### src/rtl/uart_pkg.sv
// -----------------------------------------------------------------------------
// uart_pkg
// Shared definitions for the FIFO-fed UART transmitter:
//   uart_state_e   : transmitter FSM state encoding
//   FRAME_OVERHEAD : non-data bits per frame (one start bit plus one stop bit)
// -----------------------------------------------------------------------------
package uart_pkg;

  typedef enum logic [2:0] {
    IDLE    = 3'd0,
    CAPTURE = 3'd1,
    START   = 3'd2,
    DATA    = 3'd3,
    STOP    = 3'd4
  } uart_state_e;

  localparam int FRAME_OVERHEAD = 2;

endpackage

### src/rtl/fifo_uart_tx_if.sv
// -----------------------------------------------------------------------------
// fifo_uart_tx_if
// FIFO read-side bundle between a synchronous FIFO and the UART transmitter.
// Signal names are taken from the transmitter's point of view.
//   fifo_dout_i  : read data, valid the cycle after a read strobe
//   fifo_empty_i : FIFO empty flag
//   fifo_rd_en_o : single-cycle pop strobe
// Modports:
//   master : the FIFO (drives data and empty, receives the pop strobe)
//   slave  : the transmitter (consumes data and empty, drives the pop strobe)
// -----------------------------------------------------------------------------
interface fifo_uart_tx_if #(
  parameter int width = 8
);

  logic [width-1:0] fifo_dout_i;
  logic             fifo_empty_i;
  logic             fifo_rd_en_o;

  modport master (
    output fifo_dout_i,
    output fifo_empty_i,
    input  fifo_rd_en_o
  );

  modport slave (
    input  fifo_dout_i,
    input  fifo_empty_i,
    output fifo_rd_en_o
  );

endinterface

### src/rtl/baud_tick_gen.sv
// -----------------------------------------------------------------------------
// baud_tick_gen
// Bit-period timer. While enabled it counts 0..clks_per_bit-1 and wraps.
//   clk_i      : system clock
//   reset_i    : synchronous active-high reset
//   enable_i   : count while high; counter is held at zero while low
//   tick_o     : high on the last cycle of each bit period (bit boundary)
//   pre_tick_o : high on the cycle before tick_o, so the parent can register
//                a flag that lines up with the last cycle of a bit
// clks_per_bit must be at least 2.
// -----------------------------------------------------------------------------
module baud_tick_gen #(
  parameter int clks_per_bit = 16
) (
  input  logic clk_i,
  input  logic reset_i,
  input  logic enable_i,
  output logic tick_o,
  output logic pre_tick_o
);

  localparam int CW = (clks_per_bit > 1) ? $clog2(clks_per_bit) : 1;
  localparam logic [CW-1:0] LAST = CW'(clks_per_bit - 1);
  localparam logic [CW-1:0] PRE  = CW'(clks_per_bit - 2);

  logic [CW-1:0] cnt;

  // NOTE: state is updated with <= so every register samples pre-edge values;
  // a blocking = here would let later statements see the new value mid-block.
  always_ff @(posedge clk_i) begin
    if (reset_i || !enable_i) begin
      cnt <= '0;
    end else if (cnt == LAST) begin
      cnt <= '0;
    end else begin
      cnt <= cnt + 1'b1;
    end
  end

  assign tick_o     = enable_i && (cnt == LAST);
  assign pre_tick_o = enable_i && (cnt == PRE);

endmodule

### src/rtl/fifo_uart_tx.sv
// -----------------------------------------------------------------------------
// fifo_uart_tx
// Pops words from a synchronous FIFO and sends each one as a UART frame:
// one low start bit, width data bits LSB first, one high stop bit, every bit
// held for clks_per_bit cycles.
//   clk_i        : system clock, rising edge
//   reset_i      : synchronous active-high reset, dominates everything
//   fifo         : FIFO read side (slave modport: dout/empty in, rd_en out)
//   tx_o         : registered serial line, idle high
//   busy_o       : high from the fetch (CAPTURE) until the end of the stop bit
//   frame_done_o : one-cycle pulse on the last cycle of the stop bit
// -----------------------------------------------------------------------------
module fifo_uart_tx
  import uart_pkg::*;
#(
  parameter int width        = 8,
  parameter int clks_per_bit = 16
) (
  input  logic           clk_i,
  input  logic           reset_i,
  fifo_uart_tx_if.slave  fifo,
  output logic           tx_o,
  output logic           busy_o,
  output logic           frame_done_o
);

  localparam int BW = (width > 1) ? $clog2(width) : 1;
  localparam logic [BW-1:0] LAST_BIT = BW'(width - 1);

  uart_state_e      state;
  logic [width-1:0] shift;
  logic [BW-1:0]    bit_idx;
  logic             tick;
  logic             pre_tick;
  logic             baud_en;

  // The pop strobe is combinational so the FIFO sees it in the same cycle the
  // FSM decides to leave IDLE; the state change on that edge ends the pulse.
  assign fifo.fifo_rd_en_o = (state == IDLE) && !fifo.fifo_empty_i && !reset_i;

  // The bit timer runs only while a frame is on the line, so it always starts
  // a fresh bit period at the first start-bit cycle.
  assign baud_en = (state == START) || (state == DATA) || (state == STOP);

  baud_tick_gen #(
    .clks_per_bit (clks_per_bit)
  ) u_baud (
    .clk_i      (clk_i),
    .reset_i    (reset_i),
    .enable_i   (baud_en),
    .tick_o     (tick),
    .pre_tick_o (pre_tick)
  );

  always_ff @(posedge clk_i) begin
    if (reset_i) begin
      state        <= IDLE;
      shift        <= '0;
      bit_idx      <= '0;
      tx_o         <= 1'b1;
      busy_o       <= 1'b0;
      frame_done_o <= 1'b0;
    end else begin
      frame_done_o <= 1'b0;
      case (state)
        IDLE: begin
          if (!fifo.fifo_empty_i) begin
            state  <= CAPTURE;
            busy_o <= 1'b1;
          end
        end
        // Popped word is on fifo_dout_i during this cycle.
        CAPTURE: begin
          shift <= fifo.fifo_dout_i;
          tx_o  <= 1'b0;
          state <= START;
        end
        START: begin
          if (tick) begin
            tx_o    <= shift[0];
            bit_idx <= '0;
            state   <= DATA;
          end
        end
        DATA: begin
          if (tick) begin
            if (bit_idx == LAST_BIT) begin
              tx_o  <= 1'b1;
              state <= STOP;
            end else begin
              // tx_o takes the next bit directly so it changes on the same
              // edge as the shift, without waiting a cycle for shift[0].
              shift   <= shift >> 1;
              tx_o    <= shift[1];
              bit_idx <= bit_idx + 1'b1;
            end
          end
        end
        STOP: begin
          if (pre_tick) begin
            frame_done_o <= 1'b1;
          end
          if (tick) begin
            busy_o <= 1'b0;
            state  <= IDLE;
          end
        end
        default: state <= IDLE;
      endcase
    end
  end

endmodule

### src/flat_wrapper.sv
// flat-port wrapper written by rule: the top's interface ports become plain ports
module fifo_uart_tx_flat import uart_pkg::*;
#(
  parameter int width        = 8,
  parameter int clks_per_bit = 16
)
  (clk_i, reset_i, tx_o, busy_o, frame_done_o, fifo_fifo_dout_i, fifo_fifo_empty_i, fifo_fifo_rd_en_o);
  fifo_uart_tx_if #(.width(width)) fifo_i ();
  input  logic clk_i;
  input  logic reset_i;
  output logic tx_o;
  output logic busy_o;
  output logic frame_done_o;
  input wire logic [$bits(fifo_i.fifo_dout_i)-1:0] fifo_fifo_dout_i;
  input wire logic [$bits(fifo_i.fifo_empty_i)-1:0] fifo_fifo_empty_i;
  output wire logic [$bits(fifo_i.fifo_rd_en_o)-1:0] fifo_fifo_rd_en_o;
  assign fifo_i.fifo_dout_i = fifo_fifo_dout_i;
  assign fifo_i.fifo_empty_i = fifo_fifo_empty_i;
  assign fifo_fifo_rd_en_o = fifo_i.fifo_rd_en_o;
  fifo_uart_tx #(.width(width), .clks_per_bit(clks_per_bit)) u_core (.clk_i(clk_i), .reset_i(reset_i), .fifo(fifo_i), .tx_o(tx_o), .busy_o(busy_o), .frame_done_o(frame_done_o));
endmodule
### config.mk
export PLATFORM = sky130hd
export DESIGN_NAME = fifo_uart_tx_flat
export DESIGN_NICKNAME = d
export VERILOG_FILES = /design/src/rtl/uart_pkg.sv /design/src/rtl/fifo_uart_tx_if.sv /design/src/rtl/baud_tick_gen.sv /design/src/rtl/fifo_uart_tx.sv /design/src/flat_wrapper.sv
export SDC_FILE = /design/constraint.sdc
export NUM_CORES = 1
export LEC_CHECK = 0
export CAP_MARGIN = 15
export CORE_MARGIN = 2
export CORE_UTILIZATION = 35
export CTS_CLUSTER_DIAMETER = 50
export DETAILED_ROUTE_END_ITERATION = 16
export SLEW_MARGIN = 10
export SYNTH_ARGS = -nofsm -noshare
export SYNTH_HDL_FRONTEND = slang
export SYNTH_SLANG_ARGS = --single-unit
export TNS_END_PERCENT = 100
### constraint.sdc
create_clock -name clk_i -period 1.4 [get_ports clk_i]
set_input_delay 0.21 -clock clk_i [delete_from_list [all_inputs] [get_ports clk_i]]
set_output_delay 0.21 -clock clk_i [all_outputs]
set_load 0.005 [all_outputs]
# Yosys cells after proc, flatten, opt, wreduce, memory -nomap -nowiden
# Cells that the tools add are included.
dict set report word_totals {
  regBits 21
  in_bits 11
  output_inout_bits 4
  word_cells 65
}
dict set report op_classes {
  add_sub_neg 2
  eq_ne 13
  mux 20
  bitwise 1
  n_reduce_logical 22
}
# op count
set op_table {}
lappend op_table {{two-way mux 3 bit} 7}
lappend op_table {{two-way mux 8 bit} 2}
lappend op_table {{case mux 8 bit (2 select lines)} 1}
lappend op_table {{case mux 3 bit (5 select lines)} 1}
lappend op_table {{AND reduction 3 bit} 3}
lappend op_table {{equality test 4 bit, second input constant} 2}
lappend op_table {{equality test 3 x 2 -> 1 bit, second input constant} 2}
lappend op_table {{equality test 3 bit, second input constant} 2}
lappend op_table {{two-way mux 1 bit} 6}
lappend op_table {{inequality test 2 x 1 -> 1 bit, second input constant} 3}
lappend op_table {{inequality test 2 bit, second input constant} 3}
lappend op_table {{case mux 3 bit (2 select lines)} 1}
lappend op_table {{nonzero test 2 bit} 3}
lappend op_table {{AND reduction 5 bit} 1}
lappend op_table {{adder 4 x 1 -> 4 bit, second input constant} 1}
lappend op_table {{logical AND 1 bit} 4}
lappend op_table {{AND reduction 4 bit} 1}
lappend op_table {{OR reduction 2 bit} 2}
lappend op_table {{adder 3 x 1 -> 3 bit, second input constant} 1}
lappend op_table {{equality test 3 x 1 -> 1 bit, second input constant} 1}
lappend op_table {{zero test 1 bit} 3}
lappend op_table {{zero test 3 bit} 1}
lappend op_table {{logical OR 1 bit} 3}
lappend op_table {{case mux 1 bit (3 select lines)} 1}
lappend op_table {{3 further kinds} 3}

# Logic depth before layout (Yosys ltp)
# Gate-level depths: netlist (run 1).
dict set report depth {
  word_depth 6
  mapped_depth 6
  depth_no_buf 5
}

# Modules after synthesis
# A second synthesis (run 1) with hierarchy kept.
dict set report hier_totals {
  hier_cells 125
  area_unflattened_um2 1169.9
}
# mod instances cells_each area_per_inst_um2 seq_area_each_um2
set by_module_without_submodules {}
lappend by_module_without_submodules {fifo_uart_tx 1 107 979.7 340.3}
lappend by_module_without_submodules {baud_tick_gen 1 18 190.2 80.1}

# Worst setup path before layout (run 1)
# OpenSTA, ideal clock, no wires.
dict set report synth_path {
  path_type {register to register}
  from {register u_core.bit_idx[0]}
  to {register u_core.bit_idx[2]}
  setup_ns 0.092
  arrival_ns 1.404
  setup_slack_ns -0.096
  stages_incl_launch_ff 7
  synth_period_minus_slack_ns 1.496
  cell_sequence {dfxtp_1 > ha_1 > ha_1 > nor4bb_1 > buf_2 > nand2_1 > o32ai_1}
}
dict set report synth_between {
  elab_chain_len 4
  word_cells_on_any_way 7
  cone_classes {add/sub (1); eq/ne (2); mux (3); reduce/logical (1)}
}
# element line
set synth_lines {}
lappend synth_lines {{start: declaration} fifo_uart_tx.sv:32} ;# logic [BW-1:0] bit_idx;
lappend synth_lines {{start signal: assignment} fifo_uart_tx.sv:95} ;# bit_idx <= bit_idx + 1'b1;
lappend synth_lines {{adder 3 x 1 -> 3 bit} fifo_uart_tx.sv:95}
lappend synth_lines {{two-way mux 3 bit} fifo_uart_tx.sv:87} ;# if (bit_idx == LAST_BIT) begin
lappend synth_lines {{two-way mux 3 bit} fifo_uart_tx.sv:86} ;# if (tick) begin
lappend synth_lines {{case mux 3 bit (2 select lines)} fifo_uart_tx.sv:65} ;# case (state)
# Several ways; a longest one is shown, not always the timed one. The select of a mux whose other input is x is not followed.
# A chain may end at the register's enable or synchronous reset.

# Worst setup path after layout (run 1)
dict set report layout_path {
  from {register u_core.bit_idx[0]}
  to {register u_core.bit_idx[1]}
}
# Same word-level chain as after synthesis.

==> results of run 1 <==
==> synth_stat cells <==
cell / number / area (um2)
o32ai_1: 2 / 17.52
nand4b_1: 1 / 8.760
o21ai_0: 3 / 15.01
xnor2_1: 1 / 8.760
a211o_1: 3 / 26.28
nand3_1: 17 / 85.08
buf_2: 5 / 25.02
a31oi_1: 8 / 50.05
o211ai_1: 1 / 7.510
nand2b_1: 4 / 25.02
nand3_2: 1 / 10.01
a21oi_1: 9 / 45.04
or3_1: 1 / 6.260
or3b_1: 2 / 17.52
a2111oi_0: 1 / 8.760
or2_2: 1 / 6.260
nor4bb_1: 8 / 80.08
ha_1: 4 / 50.05
and2_1: 1 / 6.260
nor3_1: 3 / 15.01
nor2_1: 7 / 26.28
nand4_1: 1 / 6.260
a211oi_1: 4 / 30.03
inv_1: 5 / 18.77
o21bai_1: 1 / 7.510
and3_1: 2 / 12.51
clkbuf_1: 4 / 15.01
xor2_1: 1 / 8.760
buf_6: 1 / 11.26
dfxtp_1: 21 / 420.4
nand2_1: 4 / 15.01
nor3b_1: 2 / 15.01
==> power groups by stage <==
stage               clock network [mW]  logic [mW]  registers, mW
floorplan                            0       0.178          0.685
global placement                     0       0.310          0.693
detailed placement                   0       0.315          0.694
CTS                              0.308       0.346          0.689
global route                     0.343       0.406          0.702
finish                           0.305       0.371          0.695
==> logic make-up (layout without fill, tap and decap cells) <==
kind of cell | count (synthesis) | after routing
AO/OA/AOI/OAI | 32 | 32
XOR/XNOR | 2 | 2
adder cells (fa/ha/maj) | 4 | 4
buffers and inverters | 15 | 53
flip-flops | 21 | 21
AND/OR/NAND/NOR | 55 | 55
==> sequential cells by signal, indices dropped and copies added, names as in the netlist <==
name / flops
u_core.bit_idx: 3
u_core.busy_o: 1
u_core.frame_done_o: 1
u_core.shift: 8
u_core.state: 3
u_core.tx_o: 1
u_core.u_baud.cnt: 4
==> worst max-delay path: stages (launching register included) <==
cell      delay [ns]
dfxtp_2         0.36
ha_4            0.16
ha_4            0.17
nor4bb_4        0.28
buf_4           0.18
nand2_4         0.05
o32ai_2         0.19
==> metal layers <==
metal	vias to the layer above	wire length (um)
met3	0	75
met1	545	1320
li1	559	-
met2	11	1559
met4	0	0
met5	-	0
==> cell type report <==
cell class,count,share of cell area [%]
flip-flops and latches,21,25.91
clock buffers,4,1.559
inverters,5,1.114
multi-input cells,93,45.95
repair buffers,44,22.20
well taps,44,3.267
==> per-stage QoR <==
| stage | area, um2 | util [%] | setup TNS (ns) | power, mW | hold slack (ns) |
|---|---|---|---|---|---|
| 5_1_grt | 1685 | 55.66 | -1.864 | 1.451 | 0.5147 |
| 3_5_place_dp | 1466 | 48.43 | -1.363 | 1.009 | 0.4613 |
| 3_3_place_gp | 1466 | 48.43 | -1.185 | 1.003 | 0.4530 |
| 6_report | 1685 | 55.66 | -0.6452 | 1.371 | 0.4783 |
| 4_1_cts | 1607 | 53.06 | -0.5716 | 1.343 | 0.4942 |
| 2_1_floorplan | 1127 | - | -0.05542 | 0.8629 | 0.4039 |
==> how the worst max path moves through the flow <==
stage	start	end	slack [ns]	depth (start not counted)
floorplan	u_core.bit_idx[0]	u_core.bit_idx[1]	-0.05	6
global placement	reset_i	fifo_fifo_rd_en_o	-0.27	4
detailed placement	reset_i	fifo_fifo_rd_en_o	-0.29	4
CTS	u_core.bit_idx[0]	u_core.bit_idx[2]	-0.08	6
global route	u_core.bit_idx[0]	u_core.bit_idx[2]	-0.16	6
finish	u_core.bit_idx[0]	u_core.bit_idx[1]	-0.07	6
==> cells in the final DEF (no fill, tap or decap), types with 3 or more instances in the layout <==
master,count
a211o_1,3
a211oi_1,3
a21oi_1,9
a31oi_1,8
buf_4,27
buf_6,3
clkbuf_4,3
clkdlybuf4s50_1,12
dfxtp_1,12
dfxtp_2,7
ha_4,3
inv_1,5
nand2_1,3
nand2b_1,4
nand3_1,6
nand3_2,12
nor2_1,6
nor4bb_1,7
o21ai_0,3
==> timing repair <==
action	in CTS	in global routing
hold buffers	0	0
setup buffers	1	3
pin swaps	10	8
setup endpoints to repair	18	19
cloned	0	0
resized for setup	29	16
==> flow_summary.yaml, run 1 <==
logic_synthesis:
  synth_top_family_by_area: "simple AND/OR/NAND/NOR gates"
  ys_seq_area_share_pct: 38.18
  synthDistinctLibCells: 32
  syn-num-nets: 144
  yosys_register_bits: 21
  syn_avg_cell_area_um2: 8.535
  synth_adder_area_share_pct: 4.545
  synth_compound_area_share_pct: 18.86
  synthXorXnorAreaFrac_pct: 1.591
  synth-simple-area-share_pct: 30.45
  synthCells: 129
  yosys_warnings: 0
  netlist_area_um2: 1101
  synth_mux_area_share_pct: 0
layout:
  diodes: 0
  nNetsFinal: 183
  num-fill-cells: 293
  multi_input_area_um2: 774.5
  instances_no_fill: 211
  area_delta_synth_final_pct: 53.07
  drive_gt1_share_pct: 41.92
  seq_area_um2: 436.7
min_path:
  hold_end: "u_core.tx_o"
  hp-class: "reg -> reg"
  min-delay-start: "u_core.tx_o"
  hold_path_depth: 1
global_route:
  gr-usage-met1_pct: 21.94
  grt_pass1_vias: 1109
  grt_use_met3_pct: 3.680
  grt_busiest_layer: "met2"
  grtUsageMet2_pct: 33.23
  grt.total_usage_pct: 18.17
  grt_max_degree: 20
  grt_first_pass_wirelength_um: 5016
  grt_overflow: 0
  antenna_found_initial: 0
routing:
  drc: 0
  wire_per_inst_um: 14.00
  via_per_inst: 5.284
  dr.pass1.iters: 4
  drtAntennaViolNets: 0
  totalWireLength_um: 2955
  first_iter_violations: 29
  vias: 1115
sta:
  min_period_ns: 1.474
  final-hold-violation-count: 0
  skew_ns: 0.001256
  slew_headroom_pct: 81.05
  worst-slew-pin-transition_ns: 0.2820
  period_share_pct: 105.3
  finalSetupViolCount: 12
  setup_slack_ns: -0.07362
  clock.fmax_ghz: 0.6786
  slew_violations: 0
  rsz0062_at_grt: "true"
placed_design:
  placedCellCount: 203
  post-place-ws_ns: -0.2914
  finalWeightedCongestion: 0.7629
  dp_hpwl_um: 1929
  portBuffers: 14
setup_path:
  cp_data_arrival_time_ns: 1.70
  rr_endpoint: "u_core.bit_idx[1]"
  critPathCaptureType: "register"
  regToRegSetupSlack_ns: -0.07
  worstSetupPathType: "reg -> reg"
  r2r-start: "u_core.bit_idx[0]"
  r2r_cells: 6
  cp-start-kind: "register"
  cp_max_fo: 3
  required_ns: 1.63
clock_tree:
  clk-insertion-delay-late_ns: 0.31
  root_buffer: "clkbuf_4"
  numCtsBuffers: 3
  cts_buffer_depth: 2
  htreeDepth: 1
  cts_tree: "done"
  clock-sinks: 21
  clkTransAtPathRegs_ns: 0.12
floorplanning:
  rows: 20
  ios: 15
  start_util_pct: 36.36
  dieArea_um2: 3611
  core_um2: 3028
  die_h_um: 60.09
  fp.dieW_um: 60.09
power:
  p_seq_share_pct: 50.7
  power_switching_mw: 0.4074
  ir_drop_v: 0.0003588
  power_leakage_nw: 0.5991
  power_frac_clock_pct: 22.3
  combPwrFrac_pct: 27.0
  internal-power_mw: 0.9640
  netSwitchingFraction_pct: 29.71
  p_per_area_nw_per_um2: 813.7
outcome:
  status: "finished, violations left"
  violations: "setup timing"
flow_run:
  cap_viol_max_count: 0
Power figures use the tool's default switching activity.
==> run 2, diff against run 1 <==
CTS_BUF_LIST = sky130_fd_sc_hd__clkbuf_8   (was default)
==> run 2 against run 1 <==
Compared with the run above: flip-flop and latch count unchanged; clock skew rose by 0.0019 ns; total power grew 5.5%; hold slack lost 0.046 ns; register-to-register slack is essentially flat; critical endpoint unchanged; utilization rose by 0.083 points; the flow still finishes with violations (setup timing); clock-buffer cell count decreased by 1; critical path depth did not move; final cell count fell by 0.95%; highest routed layer is now met4; via count fell by 1.1%; die area stayed put; maximum frequency fell by 0.74%.
==> flow_summary.yaml, run 2 (synthesis results as in run 1) <==
outcome:
  violations: "setup timing"
  status: "finished, violations left"
layout:
  mostFrequentLayoutCells: "25 x buf_4, 14 x dfxtp_1, 11 x clkdlybuf4s50_1"
  top_regs: "u_core.shift x8, u_core.u_baud.cnt x4"
  nNetsFinal: 181
  area_delta_synth_final_pct: 53.30
  diodes: 0
  drive_gt1_share_pct: 40.00
  stdcell_area_um2: 1688
  largest_register: "u_core.shift"
  layout_commonest_cell: "buf_4"
  instances_no_fill: 209
  final_util_pct: 55.74
  largest_reg_flops: 8
power:
  netSwitchingFraction_pct: 28.45
  internal-power_mw: 1.035
  p_seq_share_pct: 48.2
  ir_drop_v: 0.0003800
  power_frac_clock_pct: 27.7
  power_leakage_nw: 0.5941
  p_per_area_nw_per_um2: 857.3
  combPwrFrac_pct: 24.1
  power_switching_mw: 0.4117
sta:
  worst-slew-pin-transition_ns: 0.2814
  period_share_pct: 106.0
  slew_headroom_pct: 81.20
  rsz0062_at_grt: "true"
  finalSetupTns_ns: -0.4389
  finalSetupViolCount: 11
  setup_slack_ns: -0.08468
  slew_violations: 0
  final-hold-violation-count: 0
  min_period_ns: 1.485
  skew_ns: 0.003176
  clock.fmax_ghz: 0.6735
setup_path:
  crit_path_start: "u_core.bit_idx[1]"
  required_ns: 1.58
  cp-start-kind: "register"
  r2r-start: "u_core.bit_idx[1]"
  r2r_cells: 6
  worstSetupPathType: "reg -> reg"
  cp_max_fo: 3
  critPathCaptureType: "register"
  cp_data_arrival_time_ns: 1.66
  rr_endpoint: "u_core.bit_idx[1]"
  regToRegSetupSlack_ns: -0.08
  crit_end: "u_core.bit_idx[1]"
clock_tree:
  htreeDepth: 1
  clkTransAtPathRegs_ns: 0.08
  root_buffer: "clkbuf_8"
  numCtsBuffers: 3
  cts_tree: "done"
  cts_buffer_depth: 2
  clock-sinks: 21
  clk-insertion-delay-late_ns: 0.26
floorplanning:
  ios: 15
  dieArea_um2: 3611
  fp.dieW_um: 60.09
  die_h_um: 60.09
  core_um2: 3028
  rows: 20
  start_util_pct: 36.36
global_route:
  grt_first_pass_wirelength_um: 4988
  grt_use_met3_pct: 2.814
  grt.total_usage_pct: 18.34
  grtUsageMet2_pct: 32.76
  grt_busiest_layer: "met2"
  grt_max_degree: 20
  grt_overflow: 0
  grt_pass1_vias: 1133
  antenna_found_initial: 0
  gr-usage-met1_pct: 21.39
routing:
  first_iter_violations: 28
  drtAntennaViolNets: 0
  wire_per_inst_um: 14.10
  drc: 0
  via_per_inst: 5.278
  vias: 1103
  dr.pass1.iters: 4
  totalWireLength_um: 2947
placed_design:
  placedCellCount: 203
  portBuffers: 14
  dp_hpwl_um: 1929
  post-place-ws_ns: -0.2914
  finalWeightedCongestion: 0.7629
  place_area_um2: 1466
flow_run:
  cap_viol_max_count: 0
min_path:
  hp-class: "in -> reg"
-- run 2: worst min path at each step --
stage / from / to / slack (ns) / cells after the start
global placement: u_core.tx_o / u_core.tx_o / 0.45 / 1
floorplan: reset_i / u_core.bit_idx[1] / 0.40 / 2
global route: reset_i / u_core.state[1] / 0.44 / 3
finish: reset_i / u_core.state[0] / 0.43 / 4
detailed placement: u_core.tx_o / u_core.tx_o / 0.46 / 1
CTS: reset_i / u_core.state[0] / 0.43 / 4
-- run 2: timing repair --
item,in CTS,in global routing
hold buffers,0,0
pin swaps,18,6
setup endpoints to repair,15,17
buffers inserted,1,2
endpoints found under the hold margin,0,0
resized for setup,34,10
-- run 2: through the flow --
stage	hold WS, ns	total power [mW]
after CTS	0.4326	1.445
final	0.4323	1.447
after global placement	0.4530	1.003
after detailed placement	0.4613	1.009
after global routing	0.4413	1.524
after floorplan	0.4039	0.8629
-- run 2: layout make-up --
type	instances	area, um2
clock buffers	3	41.29
clock inverters	1	3.754
fillers	298	1340
inverters	5	18.77
multi-input cells	93	775.7
flip-flops and latches	21	434.2
well taps	44	55.05
repair buffers	42	359.1
-- run 2: critical path: stages, from the launching register on --
cell and delay [ns]:
dfxtp_2 0.34, ha_4 0.16, ha_4 0.17, nor4bb_4 0.28
buf_4 0.19, nand2_4 0.06, o32ai_2 0.19
-- run 2: routing by layer --
layer	vias up	routed length (um)
met2	13	1572
met4	0	34
li1	554	-
met5	-	0
met3	3	70
met1	533	1270
-- run 2: power by group through the flow --
stage                     Clock (mW)  Sequential [mW]  Combinational [mW]
after detailed placement           0            0.694               0.315
final                          0.401            0.697               0.348
after floorplan                    0            0.685               0.178
after global placement             0            0.693               0.310
after global routing           0.434            0.705               0.384
after CTS                      0.414            0.695               0.336
==> run 3, diff against run 2 <==
GPL_ROUTABILITY_DRIVEN = 0   (was default)
==> results of run 3 <==
The final DEF is identical to that of run 2; final timing and power are the same.
